--- src/rtl/usb_in_arbiter.sv ---
// usb_in_arbiter: round-robin packet arbiter sharing the USB CDC IN byte stream among NUM_REQ requesters
module usb_in_arbiter #(
   parameter int NUM_REQ      = 2,
   parameter int MAX_BURST    = 64,
   parameter int IDLE_TIMEOUT = 16
) (
   input  logic                 clk_i,
   input  logic                 reset_i,
   input  logic [8*NUM_REQ-1:0] req_data_i,
   input  logic [NUM_REQ-1:0]   req_valid_i,
   input  logic [NUM_REQ-1:0]   req_last_i,
   output logic [NUM_REQ-1:0]   req_ready_o,
   output logic [7:0]           in_data_o,
   output logic                 in_valid_o,
   input  logic                 in_ready_i,
   output logic [NUM_REQ-1:0]   grant_o,
   output logic                 busy_o
);
   localparam int IW = $clog2(NUM_REQ);
   localparam logic [8:0] MB = 9'(MAX_BURST);
   localparam logic [8:0] IT = 9'(IDLE_TIMEOUT);
   typedef enum logic {IDLE, GRANT} state_t;
   state_t state;
   logic [NUM_REQ-1:0] grant_q;
   logic [IW-1:0] last_q, pick;
   logic [7:0] burst_cnt, idle_cnt, in_data_q, sel_data;
   logic [8:0] burst_nxt, idle_nxt;
   logic in_valid_q, accept, sel_last, release_now;

   assign req_ready_o = grant_q & {NUM_REQ{~in_valid_q | in_ready_i}};
   assign accept      = |(req_valid_i & req_ready_o);
   assign sel_last    = |(req_last_i & grant_q);
   assign burst_nxt   = {1'b0, burst_cnt} + 9'd1;
   assign idle_nxt    = {1'b0, idle_cnt} + 9'd1;
   assign release_now = accept ? (sel_last | (burst_nxt >= MB)) : (idle_nxt >= IT);
   assign in_data_o   = in_data_q;
   assign in_valid_o  = in_valid_q;
   assign grant_o     = grant_q;
   assign busy_o      = state == GRANT;

   // Second pass overrides the first, so indices above last_q win over the wrap-around
   always_comb begin
      pick = last_q;
      for (int k = NUM_REQ - 1; k >= 0; k--)
         if (req_valid_i[k] && k <= int'(last_q)) pick = IW'(k);
      for (int k = NUM_REQ - 1; k >= 0; k--)
         if (req_valid_i[k] && k > int'(last_q)) pick = IW'(k);
   end

   always_comb begin
      sel_data = 8'h00;
      for (int k = 0; k < NUM_REQ; k++)
         sel_data = sel_data | (req_data_i[8*k +: 8] & {8{grant_q[k]}});
   end

   always_ff @(posedge clk_i) begin
      if (reset_i) begin
         state      <= IDLE;
         grant_q    <= '0;
         last_q     <= IW'(NUM_REQ - 1);
         burst_cnt  <= 8'd0;
         idle_cnt   <= 8'd0;
         in_data_q  <= 8'h00;
         in_valid_q <= 1'b0;
      end else begin
         if (accept) begin
            in_data_q  <= sel_data;
            in_valid_q <= 1'b1;
         end else if (in_ready_i) in_valid_q <= 1'b0;
         if (state == IDLE) begin
            if (|req_valid_i) begin
               state     <= GRANT;
               grant_q   <= NUM_REQ'(1) << pick;
               last_q    <= pick;
               burst_cnt <= 8'd0;
               idle_cnt  <= 8'd0;
            end
         end else if (release_now) begin
            state   <= IDLE;
            grant_q <= '0;
         end else begin
            burst_cnt <= accept ? burst_nxt[7:0] : burst_cnt;
            idle_cnt  <= accept ? 8'd0 : (&idle_cnt ? idle_cnt : idle_nxt[7:0]);
         end
      end
   end
endmodule

--- config.mk ---
export PLATFORM = sky130hd
export DESIGN_NAME = usb_in_arbiter
export DESIGN_NICKNAME = d
export VERILOG_FILES = /design/src/rtl/usb_in_arbiter.sv
export SDC_FILE = /design/constraint.sdc
export NUM_CORES = 1
export LEC_CHECK = 0
export ABC_AREA = 1
export CAP_MARGIN = 10
export CORE_ASPECT_RATIO = 0.75
export CORE_MARGIN = 2
export CORE_UTILIZATION = 45
export DETAILED_ROUTE_END_ITERATION = 8
export PLACE_DENSITY = 0.76
export SLEW_MARGIN = 25
export SYNTH_ARGS = -nofsm -noshare
export SYNTH_HDL_FRONTEND = slang
export SYNTH_SLANG_ARGS = --single-unit
--- constraint.sdc ---
create_clock -name clk_i -period 4.7 [get_ports clk_i]
set_input_delay 0.94 -clock clk_i [delete_from_list [all_inputs] [get_ports clk_i]]
set_output_delay 0.94 -clock clk_i [all_outputs]
set_load 0.02 [all_outputs]
Yosys cells after proc, flatten, opt, wreduce, memory -nomap -nowiden
Cells that the tools add are included.
Storage, ports and cells
  bits in registers: 29
  bits of input ports: 23
  output and inout port bits: 14
  logic and storage cells: 60
Operators by class
  add/subtract/negate cells: 2
  magnitude comparators: 4
  equal/unequal tests: 4
  shifts and indexed selects: 1
  multiplexer cells: 20
  bitwise gates (word level): 10
  reductions and logical operators: 12
Operator list (count)
  $mux W8: 8
  $add A8 B1 Y9 const B: 2
  $and A8 B8 Y8: 2
  $ge A9 B5 Y1 const B: 1
  $ge A9 B7 Y1 const B: 1
  $mux W1: 9
  $or A8 B8 Y8: 1
  $reduce_and A8 Y1: 1
  $and A2 B2 Y2: 3
  $mux W2: 3
  $reduce_and A3 Y1: 2
  $reduce_or A2 Y1: 3
  $ne A2 B1 Y1 const B: 2
  $reduce_and A2 Y1: 2
  $reduce_bool A2 Y1: 2
  $ne A3 B3 Y1 const B: 1
  $logic_and A1 B1 Y1: 2
  $ne A2 B2 Y1 const B: 1
  $not A1 Y1: 2
  $or A1 B1 Y1: 2
  $shl A1 B1 Y2 const A: 1
  $gt A1 B1 Y1 const A: 1
  $le A1 B1 Y1 const A: 1

Logic depth before layout (Yosys ltp)
  word-level depth: 8
  mapped depth: 13
  mapped depth without buffers: 12

Worst setup path after synthesis
Ideal clock, no wire load.
  path type: input port to output port
  start: input port in_ready_i
  end: output port req_ready_o[0]
  arrival: 1.376 ns
  required time: 3.760 ns
  path slack: 2.384 ns
  cell stages on the path: 4
  path buffers: 0
  cell sequence: inv_1 -> nand2_1 -> inv_1 -> nor2_1
On the way
  word-level cells in the longest chain between the ends: 2
RTL lines
  start, declared: RTL line 15  | input logic in_ready_i,
  $or A1 B1 Y1: RTL line 30  | assign req_ready_o = grant_q & {NUM_REQ{~in_valid_q | in_ready_i}};
  $and A2 B2 Y2: RTL line 30
  end, declared: RTL line 12  | output logic [NUM_REQ-1:0] req_ready_o,
No other way between the ends.

Worst setup path in the final report
Ends and elaborated chain as after synthesis.

==> metrics.cfg <==
[timing]
worstMarginPinSlew_ps = 614
max_freq_ghz = 0.312
clock_skew_ps = 9.72
min_period_over_period_pct = 68.3
whs_ps = 459
fin_tns_setup_ps = 0
hold_violations = 0
rsz0062_at_grt = false
finalSetupViolations = 0
relSlewSlack_pct = 58.9
slew_viol_final = 0
final.min_clock_period_ps = 3210
fin_ws_ps = 1490

[floorplan]
ioPinCount = 37
die_width_microns = 72.3
core_area_sq_um = 3310
dieHeight_microns = 55.2
rows = 18
dieArea_sq_um = 3990
initial_core_util_pct = 47.6

[place]
port_buffers = 36
place_area_sq_um = 1940
dp.cells = 296
place_ws_ps = 1490
globalplace.congestion = 0.833
hpwl_microns = 2680

[layout]
fin_util_pct = 61.3
nets = 289
final_layout_size_suffix_gt1_share_pct = 11.8
finalInstanceArea_sq_um = 2030
instances_no_fill = 303
syn_to_final_growth_pct = 28.8
diodes = 0

[global_route]
overflow = 0
grt_max_degree = 17
grt_pass1_vias = 1390
grt_util_all_layers_pct = 20.2
grt_pass1_wl_microns = 6320
grt_antenna_before_repair = 0

[critical_path]
cp_data_arrival_time_ps = 2270
worstSetupPathType = input port to output port
cp-start-kind = input port
max_stage_delay_ps = 610
crit_chain = clkdlybuf4s50_1 -> inv_1 -> nand2_1 -> inv_1 -> nor2_1 -> clkdlybuf4s50_1
crit_end = req_ready_o[0]
cp-end-kind = output port
crit_start = in_ready_i
reg2reg_from = grant_o[0]
cp_data_required_time_ps = 3760
reg2reg_setup_slack_ps = 2610
cp_top_family = buffers and inverters
cp_slowest_cell = clkdlybuf4s50_1
r2r_cells = 9
r2r-end = idle_cnt[4]
cp_max_fo = 3
critPathBufInv = 4
crit_cells = 6

[cts]
numClockSinks = 29
htreeDepth = 2
clk_latency_ps = 290
root_buffer = clkbuf_8
cts_setup_buffers = 0
numCtsBuffers = 5
post_cts_resized = 0
ctsHoldBuffers = 0
clk_pin_slew_ps = 50
cts_buffer_depth = 2
cts_tree = yes

[yosys]
synth.distinct_cells = 29
yosys_warnings = 0
yosys_register_bits = 29
synth.net_count = 252
yosysSeqAreaShare_pct = 36.9
syn-cell-area_sq_um = 1580
synthCells = 226
avgSynthCellArea_sq_um = 6.97

[route]
antenna_left = 0
firstDrtPassIters = 4
drc_errors = 0
vias = 1517
detail_route.vias_per_cell = 5.01
wl_per_cell_microns = 11.9
drtIter0Drc = 103
routed_wl_microns = 3600

[power_and_ir_drop]
p_per_area_nw_per_um2 = 293
vdd_drop_max_v = 0.000211
finalPower_uw = 595
p_leak_nw = 0.835

[job]
drv_cap = 0

[outcome]
outcome = complete, no violations

[min_path]
hp-class = flop to flop
hold_path_depth = 2

==> worst min-delay path, cell delays in order (launching register included) <==
cell and delay [ps]:
dfxtp_1 320, nand2_1 60, nor2_1 40
==> flip-flops by register name (all words and copies together), names as in the netlist <==
| name | count |
|---|---|
| busy_o | 1 |
| burst_cnt | 8 |
| idle_cnt | 8 |
| last_q | 1 |
| in_valid_o | 1 |
| grant_o | 2 |
| in_data_o | 8 |
==> how the worst min path moves through the flow <==
| stage | start | endpoint | slack [ps] |
|---|---|---|---|
| after global routing | idle_cnt[7] | idle_cnt[7] | 490 |
| after floorplan | last_q | last_q | 430 |
| final | idle_cnt[7] | idle_cnt[7] | 460 |
| after global placement | idle_cnt[7] | idle_cnt[7] | 450 |
| after detailed placement | last_q | last_q | 450 |
| after CTS | idle_cnt[7] | idle_cnt[7] | 460 |
==> cell families (layout without fill, tap and decap cells) <==
kind of cell | after synthesis | after routing | synth area share, %
buf+inv | 33 | 70 | 9.13
compound gates | 34 | 34 | 13.0
flops | 29 | 29 | 36.9
xor+xnor | 2 | 2 | 1.11
fa+ha+maj | 3 | 3 | 2.38
simple gates | 125 | 125 | 37.5
==> power breakdown <==
group          internal (mW)  switching (mW)
logic                 0.0536          0.0601
clock network          0.116          0.0915
registers              0.260          0.0144
total                  0.429           0.166
==> cell type report <==
class | count | area [sq um]
Inverter | 27 | 101
Sequential cell | 29 | 581
Clock buffer | 7 | 86.3
Multi-Input combinational cell | 164 | 851
Timing Repair Buffer | 36 | 360
Tap cell | 40 | 50.0
Fill cell | 320 | 1280
==> per-layer routing <==
| layer | global-route usage, % | wire length [microns] | part of all wire (%) | up-vias |
|---|---|---|---|---|
| li1 | - | - | - | 803 |
| met3 | 4.93 | 154 | 4.3 | 10 |
| met4 | 9.43 | 78 | 2.2 | 0 |
| met1 | 27.7 | 1760 | 49 | 679 |
| met2 | 29.8 | 1610 | 45 | 25 |
| met5 | 0 | 0 | 0 | - |
==> Yosys cell counts <==
cell      number  area, sq um
a21oi_2        2         17.5
dfxtp_1       29          581
nand4_2        1         12.5
a311oi_1       2         17.5
xor2_1         1         8.76
nor2_1        24         90.1
buf_6          1         11.3
o21ai_0        8         40.0
nand4_1        1         6.26
nand3_2        5         50.1
nor2_2         3         18.8
o21ai_1        1         5.00
nor2_4         2         22.5
a221oi_1       4         35.0
nand3_1       21          105
a21oi_1       14         70.1
xnor2_1        1         8.76
buf_2          2         10.0
nand2_2        7         43.8
nor3_1         2         10.0
a31oi_1        2         12.5
inv_1         26         97.6
inv_2          1         3.75
clkbuf_1       2         7.51
o21bai_1       1         7.51
ha_1           3         37.5
nand2_1       55          206
or2_2          4         25.0
clkbuf_8       1         13.8
==> placed cells by master (no fill, tap or decap), types with 2 or more instances in the layout <==
cell             synthesis  routed
nand2_1                 55      55
clkdlybuf4s50_1          0      36
dfxtp_1                 29      29
inv_1                   26      26
nor2_1                  24      24
nand3_1                 21      21
a21oi_1                 14      14
o21ai_0                  8       8
nand2_2                  7       7
clkbuf_8                 1       6
nand3_2                  5       5
a221oi_1                 4       4
or2_2                    4       4
nor2_2                   3       3
ha_1                     3       3
nor2_4                   2       2
a21oi_2                  2       2
a311oi_1                 2       2
a31oi_1                  2       2
nor3_1                   2       2
No activity file was read; power rests on OpenSTA's default activity.
